$ cat src/rtl/hyp_share_sched.sv
// Round-robin front end for one shared iterative hypotenuse engine.
// Each job computes floor(sqrt(x*x + y*y)) with a fixed latency of 26 enabled cycles.
module hyp_share_sched #(
    parameter int NREQ = 2
) (
    input  logic              clk,
    input  logic              rst_n,
    input  logic              ena,
    input  logic [NREQ-1:0]   req_valid,
    input  logic [8*NREQ-1:0] req_x,
    input  logic [8*NREQ-1:0] req_y,
    output logic [NREQ-1:0]   req_ready,
    output logic              rsp_valid,
    output logic [1:0]        rsp_id,
    output logic [8:0]        rsp_data,
    output logic              busy
);
    typedef enum logic [2:0] {IDLE, SQX, SQY, ROOT, DONE} state_t;

    state_t      state_q;
    logic [1:0]  last_q;
    logic [7:0]  x_q, y_q;
    logic [16:0] acc_q;
    logic [8:0]  root_q;
    logic [3:0]  cnt_q;

    logic [1:0]  win;
    logic        win_vld;
    logic [2:0]  idx;
    logic [7:0]  sel_x, sel_y;
    logic [8:0]  trial, root_d;
    logic [17:0] trial_sq;

    // Search starts one past the last grant and wraps at NREQ.
    always_comb begin
        win     = '0;
        win_vld = 1'b0;
        sel_x   = '0;
        sel_y   = '0;
        idx     = '0;
        for (int off = 1; off <= NREQ; off++) begin
            idx = {1'b0, last_q} + 3'(off);
            if (idx >= 3'(NREQ)) idx = idx - 3'(NREQ);
            for (int i = 0; i < NREQ; i++) begin
                if (!win_vld && req_valid[i] && idx == 3'(i)) begin
                    win_vld = 1'b1;
                    win     = 2'(i);
                    sel_x   = req_x[8*i +: 8];
                    sel_y   = req_y[8*i +: 8];
                end
            end
        end
    end

    always_comb begin
        for (int i = 0; i < NREQ; i++)
            req_ready[i] = (state_q == IDLE) && ena && win_vld && (win == 2'(i));
    end

    assign rsp_valid = (state_q == DONE) && ena;
    assign busy      = (state_q != IDLE);

    assign trial    = root_q | (9'd1 << cnt_q);
    assign trial_sq = 18'(trial) * 18'(trial);
    assign root_d   = (trial_sq <= {1'b0, acc_q}) ? trial : root_q;

    always_ff @(posedge clk) begin
        if (!rst_n) begin
            state_q  <= IDLE;
            last_q   <= 2'(NREQ-1);
            x_q      <= '0;
            y_q      <= '0;
            acc_q    <= '0;
            root_q   <= '0;
            cnt_q    <= '0;
            rsp_id   <= '0;
            rsp_data <= '0;
        end else if (ena) begin
            unique case (state_q)
                IDLE: if (win_vld) begin
                    x_q     <= sel_x;
                    y_q     <= sel_y;
                    acc_q   <= '0;
                    cnt_q   <= '0;
                    rsp_id  <= win;
                    last_q  <= win;
                    state_q <= SQX;
                end
                SQX: begin
                    if (x_q[cnt_q[2:0]]) acc_q <= acc_q + (17'(x_q) << cnt_q[2:0]);
                    cnt_q <= (cnt_q == 4'd7) ? 4'd0 : cnt_q + 4'd1;
                    if (cnt_q == 4'd7) state_q <= SQY;
                end
                SQY: begin
                    if (y_q[cnt_q[2:0]]) acc_q <= acc_q + (17'(y_q) << cnt_q[2:0]);
                    if (cnt_q == 4'd7) begin
                        cnt_q   <= 4'd8;
                        root_q  <= '0;
                        state_q <= ROOT;
                    end else begin
                        cnt_q <= cnt_q + 4'd1;
                    end
                end
                ROOT: begin
                    root_q <= root_d;
                    if (cnt_q == 4'd0) begin
                        rsp_data <= root_d;
                        state_q  <= DONE;
                    end else begin
                        cnt_q <= cnt_q - 4'd1;
                    end
                end
                DONE: state_q <= IDLE;
                default: state_q <= IDLE;
            endcase
        end
    end
endmodule
$ cat config.mk
export PLATFORM = sky130hd
export DESIGN_NAME = hyp_share_sched
export DESIGN_NICKNAME = d
export VERILOG_FILES = /design/src/rtl/hyp_share_sched.sv
export SDC_FILE = /design/constraint.sdc
export NUM_CORES = 1
export LEC_CHECK = 0
export CAP_MARGIN = 20
export CELL_PAD_IN_SITES_DETAIL_PLACEMENT = 1
export CELL_PAD_IN_SITES_GLOBAL_PLACEMENT = 1
export CORE_MARGIN = 10
export CORE_UTILIZATION = 41
export CTS_BUF_LIST = sky130_fd_sc_hd__clkbuf_16
export DETAILED_ROUTE_END_ITERATION = 12
export GPL_ROUTABILITY_DRIVEN = 0
export PLACE_DENSITY_LB_ADDON = 0.1
export SYNTH_ARGS = -nofsm -noshare
export SYNTH_HDL_FRONTEND = slang
export SYNTH_SLANG_ARGS = --single-unit
$ cat constraint.sdc
create_clock -name clk -period 7 [get_ports clk]
set_clock_uncertainty 0.2 [all_clocks]
set_input_delay 1.05 -clock clk [delete_from_list [all_inputs] [get_ports clk]]
set_output_delay 1.05 -clock clk [all_outputs]
set_load 0.02 [all_outputs]
; Word level (Yosys, flattened, before mapping)
; Index checks and enable logic that the tools add are counted.
[word_totals]
ff_bits = 62
wordCells = 109
[classes]
n_addsub = 8
mul = 1
order_cmp = 4
n_eq_ne = 15
shift = 3
n_mux = 38
bitwise = 1
reduce_logical = 30
[op_table]
columns = cell, n
row1 = two-way mux 8 bit, 8
row2 = two-way mux 17 bit, 3
row3 = one-hot mux 17 bit (3 select lines), 1
row4 = adder 17 bit, 2
row5 = << shifter 8 x 3 -> 17 bit, 2
row6 = less-or-equal comparator 18 x 17 -> 1 bit, 1
row7 = multiplier 9 x 9 -> 18 bit, 1
row8 = two-way mux 3 bit, 6
row9 = two-way mux 9 bit, 2
row10 = one-hot mux 9 bit (2 select lines), 1
row11 = two-way mux 4 bit, 4
row12 = one-hot mux 4 bit (4 select lines), 1
row13 = != test 2 bit (second input constant), 7
row14 = logical AND 1 bit, 12
row15 = one-hot mux 3 bit (4 select lines), 1
row16 = AND reduction 5 bit, 2
row17 = equality test 3 x 1 -> 1 bit (second input constant), 3
row18 = zero test 3 bit, 3
row19 = bitwise OR 9 bit, 1
row20 = AND reduction 3 bit, 3
row21 = << shifter 1 x 4 -> 9 bit (first input constant), 1
row22 = two-way mux 1 bit, 7
row23 = binary-select mux 1 bit (select 3 bit), 2
row24 = equality test 3 x 2 -> 1 bit (second input constant), 2
row25 = 18 further kinds, 24

; Depth between registers and ports, before layout
[depth]
word_depth = 20
depth_mapped = 31

; Worst setup path after synthesis
; No wires, ideal clock.
[synth_path]
path_kind = reg2reg
from = reg cnt_q[0]
to = reg rsp_data[1]
setup_time_ns = 0.122
arrival_time_ns = 6.846
required_ns = 6.678
setup_slack_ns = -0.167
path_stages_with_launch = 29
path_buffers = 2
period_less_slack_ns = 7.167
path_cell_list = dfxtp_1 > buf_2 > clkinv_1 > ha_1 > a21oi_1 > inv_1 > clkbuf_1 > nand2_1 > inv_1 > fa_1 > fa_1 > fa_1 > inv_1 > fa_1 > inv_1 > ha_1 > a21o_1 > or3_1 > a41o_1 > nor2_1 > xnor2_1 > ha_1 > and3_1 > and4_1 > nand4_1 > o211ai_1 > o221ai_2 > nor3b_2 > o311a_1
[synth_between]
elab_chain_cells = 5
elab_cells_between_ends = 7
cone_classes = mul (1) / order compare (1) / shift (1) / mux (1) / bitwise (1) / reduce/logical (2)
[synth_rtl]
columns = item, line_no
row1 = from (decl), 25  ; logic [3:0] cnt_q;
row2 = from (signal assigned), 91  ; cnt_q <= (cnt_q == 4'd7) ? 4'd0 : cnt_q + 4'd1;
row3 = from (signal assigned), 101  ; cnt_q <= cnt_q + 4'd1;
row4 = from (signal assigned), 110  ; cnt_q <= cnt_q - 4'd1;
row5 = << shifter 1 x 4 -> 9 bit, 63  ; assign trial = root_q | (9'd1 << cnt_q);
row6 = bitwise OR 9 bit, 63
row7 = multiplier 9 x 9 -> 18 bit, 64  ; assign trial_sq = 18'(trial) * 18'(trial);
row8 = less-or-equal comparator 18 x 17 -> 1 bit, 65  ; assign root_d = (trial_sq <= {1'b0, acc_q}) ? trial : root_q;
row9 = two-way mux 9 bit, 65
row10 = to (signal assigned), 107  ; rsp_data <= root_d;
row11 = to (decl), 15  ; output logic [8:0] rsp_data,
; Several ways; a longest one is shown, not always the timed one.
; A chain may end at the register's enable or synchronous reset.

; Worst setup path after layout
[layout_path]
from = reg cnt_q[0]
to = reg rsp_data[2]
; Same word-level chain as after synthesis.

==> results.py <==
metrics = {
    "worst_setup_path": {
        "crit_path_end_kind": "register",
        "crit_start": "cnt_q[0]$_SDFFE_PN0P_",
        "max_stage_delay_ns": 0.58,
        "required_ns": 7.09,
        "regToRegEndpoint": "rsp_data[2]$_SDFFE_PN0P_",
        "r2r_start": "cnt_q[0]$_SDFFE_PN0P_",
        "slowest_stage": "fa_2",
        "crit_arrival_ns": 6.88,
        "worstSetupPathType": "reg2reg",
        "worst_r2r_path_depth": 28,
        "r2r_slack_ns": 0.21,
        "worstSetupStartpointType": "register",
        "path_common_cell": "ha_1",
        "critPathMaxFanout": 5,
    },
    "worst_hold_path": {
        "min_to": "rsp_data[8]$_SDFFE_PN0P_",
        "min_path_type": "reg2reg",
        "holdPathStages": 2,
        "min-delay-start": "rsp_data[8]$_SDFFE_PN0P_",
    },
    "synthesis": {
        "async_flop_share_pct": 0,
        "syn-num-nets": 945,
        "ys_types": 69,
        "netlist_area_sq_um": 6501,
        "postSynthAreaPerCell_sq_um": 8.116,
        "seq_area_frac_synth_pct": 18.48,
        "dominantRegCellSynth": "dfxtp_1",
        "yosysWarningCount": 0,
        "synth-edff-count": 0,
        "syn_inst": 801,
        "ys_ff_latch": 60,
    },
    "floorplan": {
        "io_pins": 52,
        "die-area_sq_um": 21290,
        "num_rows": 45,
        "die-height_microns": 145.9,
        "fp.dieW_microns": 145.9,
        "initial_utilization_pct": 42.30,
        "core_sq_um": 15370,
    },
    "final_layout": {
        "final_common_cell": "inv_1",
        "mostFrequentLayoutCells": "inv_1, nand2_1, ha_1, dfxtp_1, clkdlybuf4s50_1",
        "layout-drive-gt1-share_pct": 15.44,
        "fillers": 1823,
        "nets": 1020,
        "diodes": 0,
        "synthToLayoutAreaGrowth_pct": 24.17,
    },
    "global_route": {
        "antenna_found_initial": 0,
        "grt_util_all_layers_pct": 18.06,
        "grt_pass1_vias": 6314,
        "gr-total-overflow": 0,
        "grt_max_degree": 54,
        "grt_pass1_wl_microns": 32110,
    },
    "timing": {
        "final.period_utilization_pct": 97.05,
        "worst_pin_slew_ns": 1.018,
        "setup_violations": 0,
        "hold_ws_ns": 0.2690,
        "relSlewSlack_pct": 31.82,
        "timing.fmax_ghz": 0.1472,
        "final_max_slew_viol_count": 0,
        "finalHoldViolations": 0,
        "period_needed_ns": 6.793,
    },
    "drt": {
        "dr.first_iter.drc_count": 190,
        "viasPerCell": 5.424,
        "finalWirelength_microns": 19930,
        "vias": 5923,
        "ant_nets": 0,
        "wire_per_inst_microns": 18.25,
        "drt_pre_antenna_iters": 4,
        "drc": 0,
    },
    "clocking": {
        "htree_levels": 3,
        "numCtsBuffers": 9,
        "root_buffer": "clkbuf_16",
        "clock_latency_ns": 0.35,
        "numClockSinks": 60,
        "cts_buffer_depth": 2,
        "clkSlewWorstSetupHoldPaths_ns": 0.06,
        "cts_tree": "built",
    },
    "pwr": {
        "pwr_density_cell_nw_per_um2": 136.2,
        "peakVddDrop_mv": 0.1434,
        "power_mw": 1.100,
        "leakage_nw": 3.815,
    },
    "placed_design": {
        "portBuffers": 50,
        "dpl.hpwl_microns": 15750,
    },
    "job": {
        "maxCapViolations": 0,
    },
    "outcome": {
        "status": "finished clean",
    },
}
worst max-delay path, delay by kind of cell, from the launching register on:
family / cells / cell delay (ns)
compound gates: 8 / 1.65
buf+inv: 5 / 0.48
xor+xnor: 1 / 0.18
fa+ha+maj: 8 / 2.73
flops: 1 / 0.37
simple gates: 6 / 1.11
stage by stage:
step                std cells  cell area (sq um)  util (%)  worst slack, ns  TNS [ns]
floorplan                 801               6528         -          0.06541         0
global route             1092               8073     52.52         -0.08680   -0.2400
CTS                      1078               7757     50.47          0.01170         0
finish                   1092               8073     52.52           0.2067         0
detailed placement       1062               7413     48.23         -0.07636   -0.3014
global placement         1062               7413     48.23           0.1704         0
power breakdown:
group	switching (mW)	leakage (nW)	total (mW)	internal [mW]
Clock	0.181	0.156	0.494	0.313
Sequential	0.0177	0.491	0.374	0.356
Combinational	0.131	3.17	0.232	0.101
registers in the layout, indices dropped and copies added (netlist names):
signal / cells
acc_q: 17
cnt_q: 4
last_q: 1
root_q: 9
rsp_data: 9
rsp_id: 1
state_q: 3
x_q: 8
y_q: 8
cell usage after synthesis, types with 6 or more instances:
master | n | area share (%)
a211oi_1 | 9 | 1.0
a21boi_0 | 6 | 0.69
a21o_1 | 15 | 1.7
a21oi_1 | 41 | 3.2
and3_1 | 7 | 0.67
buf_2 | 11 | 0.85
clkbuf_1 | 19 | 1.1
dfxtp_1 | 60 | 18
fa_1 | 35 | 11
ha_1 | 72 | 14
inv_1 | 102 | 5.9
mux2i_1 | 42 | 6.5
nand2_1 | 86 | 5.0
nand2b_1 | 6 | 0.58
nand3_1 | 16 | 1.2
nand4_1 | 12 | 1.2
nor2_1 | 56 | 3.2
nor2b_1 | 21 | 2.0
nor3_1 | 17 | 1.3
o211a_1 | 18 | 2.8
o21a_1 | 8 | 0.92
o21ai_0 | 19 | 1.5
o21ai_1 | 12 | 0.92
or3_1 | 6 | 0.58
xnor2_1 | 19 | 2.6
xor2_1 | 11 | 1.5
repair_timing:
item | CTS | global route
hold buffers | 0 | 0
gates resized for setup | 7 | 60
setup buffers | 0 | 12
endpoints found under the setup margin | 14 | 14
pin swaps | 4 | 31
how the worst max path moves through the flow:
stage | to | slack, ns | cells past startpoint
floorplan | rsp_data[1]$_SDFFE_PN0P_ | 0.07 | 29
global placement | rsp_data[3]$_SDFFE_PN0P_ | 0.17 | 26
detailed placement | rsp_data[2]$_SDFFE_PN0P_ | -0.08 | 27
CTS | rsp_data[3]$_SDFFE_PN0P_ | 0.01 | 26
global route | rsp_data[2]$_SDFFE_PN0P_ | -0.09 | 29
finish | rsp_data[2]$_SDFFE_PN0P_ | 0.21 | 28
logic make-up (layout without fill, tap and decap cells):
| kind of cell | after synthesis | in the layout | share of synthesized area, % |
|---|---|---|---|
| flops | 60 | 60 | 18.48 |
| compound gates | 171 | 171 | 18.65 |
| simple gates | 244 | 244 | 17.73 |
| buf+inv | 141 | 221 | 8.410 |
| mux | 46 | 46 | 7.852 |
| other cells | 1 | 1 | 0.05768 |
| fa+ha+maj | 108 | 108 | 24.79 |
| xor+xnor | 30 | 30 | 4.042 |
final cells by class:
type                            instances  area [sq um]  share of cell area [%]
Timing Repair Buffer                   99         880.8                   10.91
Sequential cell                        60          1216                   15.07
Clock buffer                            9         225.2                   2.790
Tap cell                              211         264.0                   3.270
Multi-Input combinational cell        600          4989                   61.79
Clock inverter                          7         98.84                   1.224
Inverter                              106         399.1                   4.944
per-layer routing:
| layer | global-route usage [%] | part of all wire [%] |
|---|---|---|
| met1 | 21.62 | 44 |
| met5 | 0 | 0 |
| met2 | 32.60 | 52 |
| met3 | 2.732 | 2.3 |
| met4 | 4.853 | 1.7 |
No activity file was read; power rests on OpenSTA's default activity.
